[config.mk]
export PLATFORM = sky130hd
export DESIGN_NAME = codificador_display
export DESIGN_NICKNAME = d
export VERILOG_FILES = /design/src/rtl/codificador_pkg.sv /design/src/rtl/display_decoder.sv /design/src/rtl/codificador_display.sv
export SDC_FILE = /design/constraint.sdc
export NUM_CORES = 1
export LEC_CHECK = 0
export CAP_MARGIN = 0
export CORE_MARGIN = 5
export CORE_UTILIZATION = 35
export CTS_BUF_LIST = sky130_fd_sc_hd__clkbuf_4 sky130_fd_sc_hd__clkbuf_8 sky130_fd_sc_hd__clkbuf_16
export CTS_CLUSTER_DIAMETER = 40
export DETAILED_ROUTE_END_ITERATION = 6
export PLACE_DENSITY = 0.67
export SYNTH_ARGS = -nofsm -noshare
export SYNTH_HDL_FRONTEND = slang
export SYNTH_HIERARCHICAL = 1
export SYNTH_SLANG_ARGS = --single-unit
[constraint.sdc]
create_clock -name Clock -period 4.1 [get_ports Clock]
set_input_delay 1.23 -clock Clock [delete_from_list [all_inputs] [get_ports Clock]]
set_output_delay 1.23 -clock Clock [all_outputs]
set_load 0.005 [all_outputs]
[src/rtl/codificador_pkg.sv]
// Shared constants, segment table and Gray helper for the Gray-code encoder
// and its seven-segment display decoder.
package codificador_pkg;

  localparam int unsigned DATA_W = 4;
  localparam int unsigned SEG_W  = 7;

  // Active-high abcdefg patterns, indexed by hex digit (entry 15 listed first).
  localparam logic [15:0][SEG_W-1:0] SEG_TABLE = '{
    7'b1000111,  // F
    7'b1001111,  // E
    7'b0111101,  // d
    7'b1001110,  // C
    7'b0011111,  // b
    7'b1110111,  // A
    7'b1111011,  // 9
    7'b1111111,  // 8
    7'b1110000,  // 7
    7'b1011111,  // 6
    7'b1011011,  // 5
    7'b0110011,  // 4
    7'b1111001,  // 3
    7'b1101101,  // 2
    7'b0110000,  // 1
    7'b1111110   // 0
  };

  function automatic logic [DATA_W-1:0] gray_encode(input logic [DATA_W-1:0] bin);
    return bin ^ (bin >> 1);
  endfunction

endpackage

[src/rtl/display_decoder.sv]
// Combinational hex-digit to seven-segment decoder (abcdefg, a = MSB).
module display_decoder
  import codificador_pkg::*;
#(
  parameter bit SEG_ACTIVE_LOW = 1'b0
) (
  input  logic [DATA_W-1:0] value,
  output logic [SEG_W-1:0]  segments
);

  always_comb begin
    segments = SEG_TABLE[value];
    if (SEG_ACTIVE_LOW) begin
      segments = ~SEG_TABLE[value];
    end
  end

endmodule

[src/rtl/codificador_display.sv]
// Registered 4-bit binary-to-Gray encoder whose output is also shown on a
// seven-segment display; the Output register is the only state.
module codificador_display
  import codificador_pkg::*;
#(
  parameter bit SEG_ACTIVE_LOW = 1'b0
) (
  input  logic              Clock,
  input  logic              Reset,
  input  logic [DATA_W-1:0] Input,
  input  logic              Ready,
  output logic [DATA_W-1:0] Output,
  output logic [SEG_W-1:0]  Display
);

  logic [DATA_W-1:0] code_d;
  logic [DATA_W-1:0] code_q;

  always_comb begin
    code_d = code_q;
    if (Ready) begin
      code_d = gray_encode(Input);
    end
  end

  always_ff @(posedge Clock or negedge Reset) begin
    if (!Reset) begin
      code_q <= '0;
    end else begin
      code_q <= code_d;
    end
  end

  assign Output = code_q;

  // Display follows the register directly, so it tracks reset without a clock.
  display_decoder #(
    .SEG_ACTIVE_LOW(SEG_ACTIVE_LOW)
  ) u_display_decoder (
    .value   (code_q),
    .segments(Display)
  );

endmodule

Word-level counts from Yosys, hierarchy flattened
Memories as Yosys holds them, arrays and structs flattened.
Index checks and enable logic that the tools add are counted.
{"block": "word_totals", "reg_bits": 4, "mem_bits_ro": 112, "input_bits": 7, "out_inout_bits": 11, "wordCells": 5, "memories": 1}
{"memory": "(name not given)", "words": 16, "word_bits": 7, "read_ports": 1, "rd_clocked_by_memory_dff": 0, "write_ports": 0, "line": "display_decoder.sv:12", "rtl": "segments = SEG_TABLE[value];"}
{"block": "classes", "n_lt_le_gt_ge": 1, "muxes": 1, "n_bitwise": 1}
{"operator": "$mux W7", "count": 1}
{"operator": "$lt A4 B5 Y1 const B", "count": 1}
{"operator": "$xor A4 B3 Y4", "count": 1}

Longest topological paths before layout
Gate-level depths: netlist (run 1).
{"block": "depth", "ltp_word": 2, "depth_mapped": 4, "ltp_nobuf": 4}

By module
The synthesis (run 1) kept the hierarchy.
{"mod": "display_decoder", "instances": 1, "cells_each": 33, "area_per_inst_um2": 287.8, "seq_area_each_um2": 0.0}
{"mod": "codificador_display", "instances": 1, "cells_each": 14, "area_per_inst_um2": 167.7, "seq_area_each_um2": 100.1}

Least setup slack after synthesis (run 1)
OpenSTA, ideal clock, no wires.
{"block": "synth_timing", "kind": "reg2out", "startpoint": "reg code_q[0], in the netlist Output[0]", "endpoint": "out Display[3]", "t_arrival_ns": 1.323, "required_time_ns": 2.870, "slack_ns": 1.547, "stages_incl_launch_ff": 4, "n_path_buf": 0, "path_cell_list": "dfrtp_1 > inv_1 > ha_1 > mux4_1"}
{"block": "synth_via", "elab_chain_cells": 2}
{"element": "from (decl)", "line": "codificador_display.sv:17", "rtl": "logic [DATA_W-1:0] code_q;"}
{"element": "from (signal assigned)", "line": "codificador_display.sv:30", "rtl": "code_q <= code_d;"}
{"element": "$mem_v2 Z16 W7"}
{"element": "$mux W7 (implied by the code)", "line": "display_decoder.sv:12"}
{"element": "to (decl)", "line": "codificador_display.sv:13", "rtl": "output logic [SEG_W-1:0] Display"}
No other way between the ends. The select of a mux whose other input is x is not followed.

Final worst setup path (run 1)
{"block": "layout_timing", "startpoint": "reg code_q[1], in the netlist Output[1]", "endpoint": "out Display[3]"}
Same word-level chain as after synthesis.

==> run_summary.xml, run 1 <==
<?xml version="1.0" encoding="UTF-8"?>
<metrics>
  <group name="status">
    <metric name="run_status" unit="">completed</metric>
  </group>
  <group name="clock_network">
    <metric name="tritoncts_buffers" unit="">3</metric>
    <metric name="cts_htree_levels" unit="">1</metric>
    <metric name="cts_buffer_depth" unit="">2</metric>
    <metric name="post-cts-setup-buffer-count" unit="">0</metric>
    <metric name="clk-insertion-delay-late" unit="ps">240</metric>
    <metric name="holdBufCountCts" unit="">0</metric>
    <metric name="clock_sinks" unit="">4</metric>
    <metric name="root_driver" unit="">sky130_fd_sc_hd__clkbuf_4</metric>
    <metric name="tritoncts" unit="">yes</metric>
    <metric name="worst_setup_hold_path_clk_slew" unit="ps">40</metric>
    <metric name="cts-resized-gates" unit="">0</metric>
  </group>
  <group name="sta">
    <metric name="worst_pin_slew" unit="ps">507</metric>
    <metric name="layout_min_cycle_time" unit="ps">3290</metric>
    <metric name="finClkSkew" unit="ps">0</metric>
    <metric name="timing.slew.headroom" unit="">0.662</metric>
    <metric name="final_cycle_utilization_of_the_critical_path" unit="">0.801</metric>
    <metric name="final-hold-violation-count" unit="">0</metric>
    <metric name="grt_setup_unrepaired" unit="">false</metric>
    <metric name="hold_ws" unit="ps">624</metric>
    <metric name="finalSetupViolCount" unit="">0</metric>
    <metric name="totalNegativeSetupSlack" unit="ps">0</metric>
    <metric name="timing_max_transition_violations_final" unit="">0</metric>
    <metric name="max_freq" unit="MHz">304</metric>
  </group>
  <group name="setup_path">
    <metric name="worstSetupPathType" unit="">reg2out</metric>
    <metric name="setup.worst_path.end_class" unit="">output port</metric>
    <metric name="worst-r2r-setup-slack" unit="ps">3090</metric>
    <metric name="crit_arrival" unit="ps">2060</metric>
    <metric name="cp.depth" unit="">4</metric>
    <metric name="cell_by_cell_trace_of_the_critical_path" unit="">inv_1 -&gt; ha_1 -&gt; mux4_1 -&gt; clkdlybuf4s50_1</metric>
    <metric name="critical_path_required" unit="ps">2870</metric>
    <metric name="critical_path.max_stage_delay" unit="ps">480</metric>
    <metric name="worst_path_max_delay_cell" unit="">sky130_fd_sc_hd__mux4_1</metric>
    <metric name="worstPathMaxFanout" unit="">7</metric>
    <metric name="critical_path_buf_inv_count" unit="">2</metric>
    <metric name="logic_depth_of_the_worst_register_to_register_path" unit="">1</metric>
    <metric name="timing.rr.start" unit="">Output[3]</metric>
    <metric name="critical_path.startpoint_type" unit="">flip-flop</metric>
    <metric name="critical_path.startpoint" unit="">Output[1]</metric>
    <metric name="worstSetupEndpoint" unit="">Display[3]</metric>
    <metric name="crit_path_max_delay_family" unit="">buffers and inverters</metric>
    <metric name="worstReg2RegEnd" unit="">Output[3]</metric>
  </group>
  <group name="synth">
    <metric name="synthesis.instances" unit="">47</metric>
    <metric name="synth_fp_nets" unit="">61</metric>
    <metric name="post_synthesis_compound_gate_area_fraction" unit="">0.129</metric>
    <metric name="synth.avg_cell_area" unit="µm²">9.69</metric>
    <metric name="synth-seq-area-share" unit="">0.220</metric>
    <metric name="ys_async_sr_fraction" unit="">1.00</metric>
    <metric name="ys_types" unit="">21</metric>
    <metric name="synthDominantCellAreaShare" unit="">0.220</metric>
    <metric name="synth_mux_area_frac" unit="">0.209</metric>
    <metric name="synth.top_cells.by_area" unit="">sky130_fd_sc_hd__dfrtp_1, sky130_fd_sc_hd__ha_1, sky130_fd_sc_hd__mux2_2, sky130_fd_sc_hd__a21oi_1, sky130_fd_sc_hd__mux4_1</metric>
    <metric name="synth.largest_area_cell" unit="">sky130_fd_sc_hd__dfrtp_1</metric>
    <metric name="yosys_synthesis_warning_count" unit="">6</metric>
    <metric name="synthSimpleGateAreaFrac" unit="">0.115</metric>
    <metric name="synth_xor_xnor_area_share" unit="">0.0577</metric>
    <metric name="largest_family_of_logic_cells_by_synthesized_area" unit="">multiplexers</metric>
    <metric name="synth.ff_latch_count" unit="">4</metric>
    <metric name="number_of_flops_mapped_to_enable_cells_by_yosys" unit="">0</metric>
    <metric name="synthesis.area" unit="µm²">455</metric>
    <metric name="ys.flop_type" unit="">sky130_fd_sc_hd__dfrtp_1</metric>
    <metric name="synth_fa_ha_area_frac" unit="">0.192</metric>
  </group>
  <group name="die">
    <metric name="die_area" unit="µm²">2120</metric>
    <metric name="number_of_primary_i_o_pins" unit="">18</metric>
    <metric name="die_width" unit="µm">46.1</metric>
    <metric name="initial_utilization" unit="">0.359</metric>
    <metric name="core_area" unit="µm²">1270</metric>
    <metric name="rows" unit="">13</metric>
    <metric name="die_h" unit="µm">46.1</metric>
  </group>
  <group name="finish">
    <metric name="multi_input_gate_area" unit="µm²">320</metric>
    <metric name="highest_count_cells_in_the_layout_ignoring_fill_and_taps" unit="">sky130_fd_sc_hd__clkdlybuf4s50_1, sky130_fd_sc_hd__ha_1, sky130_fd_sc_hd__a21oi_1</metric>
    <metric name="flow.area_growth_from_synthesis" unit="%">42.9</metric>
    <metric name="flip_flop_count_of_the_largest_register_after_layout" unit="">4</metric>
    <metric name="antenna-diode-count" unit="">0</metric>
    <metric name="layout.cells.most_common" unit="">sky130_fd_sc_hd__clkdlybuf4s50_1</metric>
    <metric name="fill_cells" unit="">130</metric>
    <metric name="design.final.nets" unit="">81</metric>
    <metric name="final_cell_count_no_fill" unit="">80</metric>
    <metric name="seq_area" unit="µm²">100</metric>
    <metric name="final_core_utilization" unit="">0.513</metric>
    <metric name="layout_cells_sized_above_1" unit="">0.123</metric>
  </group>
  <group name="power_and_ir_drop">
    <metric name="post-layout-total-power" unit="W">0.000202</metric>
    <metric name="leakage_power_of_the_design" unit="nW">0.285</metric>
    <metric name="p_per_area" unit="nW/µm²">311</metric>
    <metric name="ir_worst_vdd" unit="mV">0.152</metric>
  </group>
  <group name="global_route">
    <metric name="grt_start_max_net_pins" unit="">17</metric>
    <metric name="grt_pass1_wl" unit="µm">1520</metric>
    <metric name="grt_remaining_overflow" unit="">0</metric>
    <metric name="grt_pass1_vias" unit="">389</metric>
    <metric name="grt_use_total" unit="">0.103</metric>
    <metric name="grt_antenna_before_repair" unit="">0</metric>
  </group>
  <group name="placed_design">
    <metric name="dpl.cell_count" unit="">77</metric>
    <metric name="place.gp.congestion" unit="">0.660</metric>
    <metric name="placement.io_buffers" unit="">17</metric>
  </group>
  <group name="detailed_routing">
    <metric name="route.vias.total" unit="">388</metric>
    <metric name="routedWlPerCell" unit="µm">10.8</metric>
    <metric name="postRouteWirelength" unit="µm">862</metric>
    <metric name="drc" unit="">0</metric>
    <metric name="routed_via_density" unit="">4.85</metric>
    <metric name="drtIter0Drc" unit="">2</metric>
    <metric name="detail_route.first_pass.iterations" unit="">3</metric>
    <metric name="routed_antenna_nets" unit="">0</metric>
  </group>
  <group name="job">
    <metric name="drv.max_cap_violation_count" unit="">0</metric>
  </group>
  <group name="hold_path">
    <metric name="worstHoldPathType" unit="">reg2reg</metric>
  </group>
</metrics>
## kinds of logic (layout without fill, tap and decap cells)
| family | count (synthesis) | after routing |
|---|---|---|
| AO/OA/AOI/OAI | 9 | 9 |
| adder cells (fa/ha/maj) | 7 | 7 |
| flip-flops | 4 | 4 |
| XOR/XNOR | 3 | 3 |
| multiplexers | 7 | 7 |
| buffers and inverters | 7 | 25 |
| AND/OR/NAND/NOR | 10 | 10 |
## per-stage QoR
stage | cell area (µm²) | setup WS, ps
after floorplan | 455 | 1550
after CTS | 651 | 791
final | 651 | 815
after global placement | 628 | 1050
after global routing | 651 | 670
after detailed placement | 628 | 1060
## layer usage
layer	up-vias	GRT usage	routed length, µm
li1	200	-	-
met1	169	0.0967	345
met2	17	0.170	396
met3	2	0.0430	105
met4	0	0.0852	15
met5	-	0	0
## final cells by class
type / instances / share of cell area
repair buffers: 17 / 0.262
inverters: 5 / 0.0288
multi-input cells: 36 / 0.492
well taps: 15 / 0.0288
flip-flops and latches: 4 / 0.154
clock buffers: 3 / 0.0346
## power by group
part | leakage [nW] | switching, W | internal [W] | total, W
Sequential | 0.0451 | 0.0000133 | 0.0000442 | 0.0000575
Combinational | 0.226 | 0.0000310 | 0.0000646 | 0.0000956
Clock | 0.0138 | 0.0000163 | 0.0000327 | 0.0000490
Total | 0.285 | 0.0000606 | 0.000141 | 0.000202
## synth_stat cells, drive strengths merged, types with 2 or more instances
library cell  count
ha                7
a21oi             6
inv               5
dfrtp             4
mux2              4
nor2              3
xnor2             3
buf               2
mux2i             2
nor3              2
## worst min-delay path by stage
stage | endpoint | startpoint | cells past startpoint
after global placement | Output[0] | Output[0] | 2
after floorplan | Output[2] | Output[2] | 2
after CTS | Output[0] | Output[0] | 2
after global routing | Output[0] | Output[0] | 2
final | Output[0] | Output[0] | 2
after detailed placement | Output[0] | Output[0] | 2
## tightest hold or removal path: cells and delay by family (launching register included)
family,cells,cell delay (ps)
compound gates,1,50
flops,1,430
simple gates,1,110
No activity file was read; power rests on OpenSTA's default activity.
==> run 2: changes to the inputs <==
PLACE_DENSITY = 0.69   (was 0.67)
clock period = 2.9 ns   (was 4.1 ns; I/O delays follow)
==> run 2 against run 1 <==
Against the previous run:
- via count up 5.7%
- combinational power up 55%
- largest cell class unchanged
- sequential share of layout area down 0.48 points
- clock-buffer cell count unchanged
- flip-flop and latch count unchanged
- first-iteration DRC count unchanged
- worst hold slack worse by 8.5 ps
- register-to-register slack worse by 1300 ps
- critical path depth up 1
==> run_summary.xml, run 2 (synthesis results as in run 1) <==
<?xml version="1.0" encoding="UTF-8"?>
<metrics>
  <group name="global_route">
    <metric name="grt_use_total" unit="">0.112</metric>
    <metric name="grt_pass1_wl" unit="µm">1610</metric>
    <metric name="grt_start_max_net_pins" unit="">15</metric>
    <metric name="grt_antenna_before_repair" unit="">0</metric>
    <metric name="grt_pass1_vias" unit="">383</metric>
    <metric name="grt_remaining_overflow" unit="">0</metric>
  </group>
  <group name="clock_network">
    <metric name="clk-insertion-delay-late" unit="ps">240</metric>
    <metric name="root_driver" unit="">sky130_fd_sc_hd__clkbuf_4</metric>
    <metric name="worst_setup_hold_path_clk_slew" unit="ps">40</metric>
    <metric name="cts_buffer_depth" unit="">2</metric>
    <metric name="tritoncts" unit="">yes</metric>
    <metric name="clock_sinks" unit="">4</metric>
    <metric name="tritoncts_buffers" unit="">3</metric>
    <metric name="cts_htree_levels" unit="">1</metric>
  </group>
  <group name="finish">
    <metric name="layout_cells_sized_above_1" unit="">0.246</metric>
    <metric name="final_core_utilization" unit="">0.542</metric>
    <metric name="fill_cells" unit="">124</metric>
    <metric name="highest_count_cells_in_the_layout_ignoring_fill_and_taps" unit="">sky130_fd_sc_hd__clkdlybuf4s50_1, sky130_fd_sc_hd__a21oi_1, sky130_fd_sc_hd__ha_1</metric>
    <metric name="design.final.nets" unit="">85</metric>
    <metric name="flow.area_growth_from_synthesis" unit="%">51.1</metric>
    <metric name="antenna-diode-count" unit="">0</metric>
    <metric name="layout.cells.most_common" unit="">sky130_fd_sc_hd__clkdlybuf4s50_1</metric>
    <metric name="flip_flop_count_of_the_largest_register_after_layout" unit="">4</metric>
  </group>
  <group name="sta">
    <metric name="timing_max_transition_violations_final" unit="">0</metric>
    <metric name="worst_pin_slew" unit="ps">420</metric>
    <metric name="grt_setup_unrepaired" unit="">false</metric>
    <metric name="final-hold-violation-count" unit="">0</metric>
    <metric name="max_freq" unit="MHz">356</metric>
    <metric name="finalSetupViolCount" unit="">0</metric>
    <metric name="layout_min_cycle_time" unit="ps">2810</metric>
    <metric name="hold_ws" unit="ps">615</metric>
    <metric name="final_cycle_utilization_of_the_critical_path" unit="">0.969</metric>
    <metric name="timing.slew.headroom" unit="">0.720</metric>
    <metric name="finClkSkew" unit="ps">0</metric>
    <metric name="totalNegativeSetupSlack" unit="ps">0</metric>
  </group>
  <group name="die">
    <metric name="die_h" unit="µm">46.1</metric>
    <metric name="rows" unit="">13</metric>
    <metric name="initial_utilization" unit="">0.359</metric>
    <metric name="core_area" unit="µm²">1270</metric>
    <metric name="die_area" unit="µm²">2120</metric>
    <metric name="die_width" unit="µm">46.1</metric>
    <metric name="number_of_primary_i_o_pins" unit="">18</metric>
  </group>
  <group name="power_and_ir_drop">
    <metric name="power.share.clock" unit="">0.235</metric>
    <metric name="p_int" unit="W">0.000208</metric>
    <metric name="pwr-share-seq" unit="">0.271</metric>
    <metric name="leakage_power_of_the_design" unit="nW">0.304</metric>
    <metric name="p_per_area" unit="nW/µm²">434</metric>
    <metric name="ir_worst_vdd" unit="mV">0.224</metric>
    <metric name="p_sw_frac" unit="">0.303</metric>
    <metric name="p_sw" unit="W">0.0000907</metric>
    <metric name="comb_power_share" unit="">0.494</metric>
  </group>
  <group name="setup_path">
    <metric name="critical_path.max_stage_delay" unit="ps">510</metric>
    <metric name="worst_path_max_delay_cell" unit="">sky130_fd_sc_hd__clkdlybuf4s50_1</metric>
    <metric name="critical_path_required" unit="ps">2030</metric>
    <metric name="cell_by_cell_trace_of_the_critical_path" unit="">buf_4 -&gt; ha_2 -&gt; mux2_2 -&gt; a21oi_1 -&gt; clkdlybuf4s50_1</metric>
    <metric name="critical_path.startpoint_type" unit="">flip-flop</metric>
    <metric name="crit_arrival" unit="ps">1940</metric>
    <metric name="worstSetupPathType" unit="">reg2out</metric>
    <metric name="worstPathMaxFanout" unit="">6</metric>
    <metric name="setup.worst_path.end_class" unit="">output port</metric>
  </group>
  <group name="status">
    <metric name="run_status" unit="">completed</metric>
  </group>
  <group name="job">
    <metric name="drv.max_cap_violation_count" unit="">0</metric>
  </group>
  <group name="placed_design">
    <metric name="place.gp.congestion" unit="">0.691</metric>
    <metric name="placement.io_buffers" unit="">17</metric>
    <metric name="half_perimeter_wire_length_after_placement" unit="µm">745</metric>
  </group>
  <group name="detailed_routing">
    <metric name="routedWlPerCell" unit="µm">11.8</metric>
    <metric name="drc" unit="">0</metric>
    <metric name="drtIter0Drc" unit="">2</metric>
    <metric name="postRouteWirelength" unit="µm">987</metric>
    <metric name="route.vias.total" unit="">410</metric>
    <metric name="routed_antenna_nets" unit="">0</metric>
    <metric name="detail_route.first_pass.iterations" unit="">2</metric>
    <metric name="routed_via_density" unit="">4.88</metric>
  </group>
  <group name="hold_path">
    <metric name="worstHoldPathType" unit="">reg2reg</metric>
  </group>
</metrics>
==> run 2: cell types whose count changed in the layout (fill, tap and decap cells not counted), moves of 2 or more <==
cell,previous run,this run
sky130_fd_sc_hd__dfrtp_1,4,2
sky130_fd_sc_hd__inv_1,5,3
sky130_fd_sc_hd__buf_4,0,4
sky130_fd_sc_hd__dfrtp_2,0,2
sky130_fd_sc_hd__inv_2,0,2
==> run 2: worst paths after layout <==
check                                from         end  depth (start not counted)  slack [ps]
max in group asynchronous           Reset   Output[0]                          1        1880
worst min-delay path            Output[1]   Output[1]                          2         620
worst min register to register  Output[1]   Output[1]                          2         620
min in group asynchronous           Reset   Output[1]                          1         830
worst max register to register  Output[3]   Output[3]                          2        1800
worst max-delay path            Output[0]  Display[1]                          5          90
==> run 2: worst max-delay path: cells and delay by family, from the launching register on <==
family	cells	cell delay [ps]
adders and majority gates	1	200
DFF	1	440
muxes	1	260
buffers and inverters	2	660
AOI/OAI and AO/OA	1	150
==> run 2: power groups by stage <==
| stage | registers [W] | logic, W | clock network, W |
|---|---|---|---|
| floorplan | 0.0000734 | 0.0000759 | 0 |
| global placement | 0.0000803 | 0.000141 | 0 |
| detailed placement | 0.0000807 | 0.000142 | 0 |
| CTS | 0.0000816 | 0.000143 | 0.0000737 |
| global route | 0.0000832 | 0.000163 | 0.0000771 |
| finish | 0.0000811 | 0.000148 | 0.0000702 |
==> run 2: through the flow <==
stage | cells | worst slack [ps] | total power, W | instance area [µm²]
after global routing | 84 | 14.3 | 0.000323 | 688
after detailed placement | 78 | 204 | 0.000222 | 636
final | 84 | 90.7 | 0.000299 | 688
after floorplan | 47 | 707 | 0.000149 | 455
after global placement | 78 | 213 | 0.000221 | 636
after CTS | 81 | 24.4 | 0.000299 | 663
==> run 2: repair_timing <==
item,CTS,global route
setup buffers,0,3
setup endpoints to repair,1,1
resized for setup,5,1
hold buffers,0,0
==> run 2: layer usage <==
layer  vias up  part of all wire  track usage
li1        212                 -            -
met1       177              0.41        0.123
met2        18              0.47        0.170
met3         3             0.091       0.0430
met4         0             0.024       0.0852
met5         -                 0            0
==> run 2: final cells by class <==
cell class | instances | area, µm² | share of cell area
Multi-Input combinational cell | 36 | 323 | 0.469
Tap cell | 15 | 18.8 | 0.0273
Timing Repair Buffer | 21 | 203 | 0.295
Sequential cell | 4 | 103 | 0.149
Inverter | 5 | 18.8 | 0.0273
Clock buffer | 3 | 22.5 | 0.0327
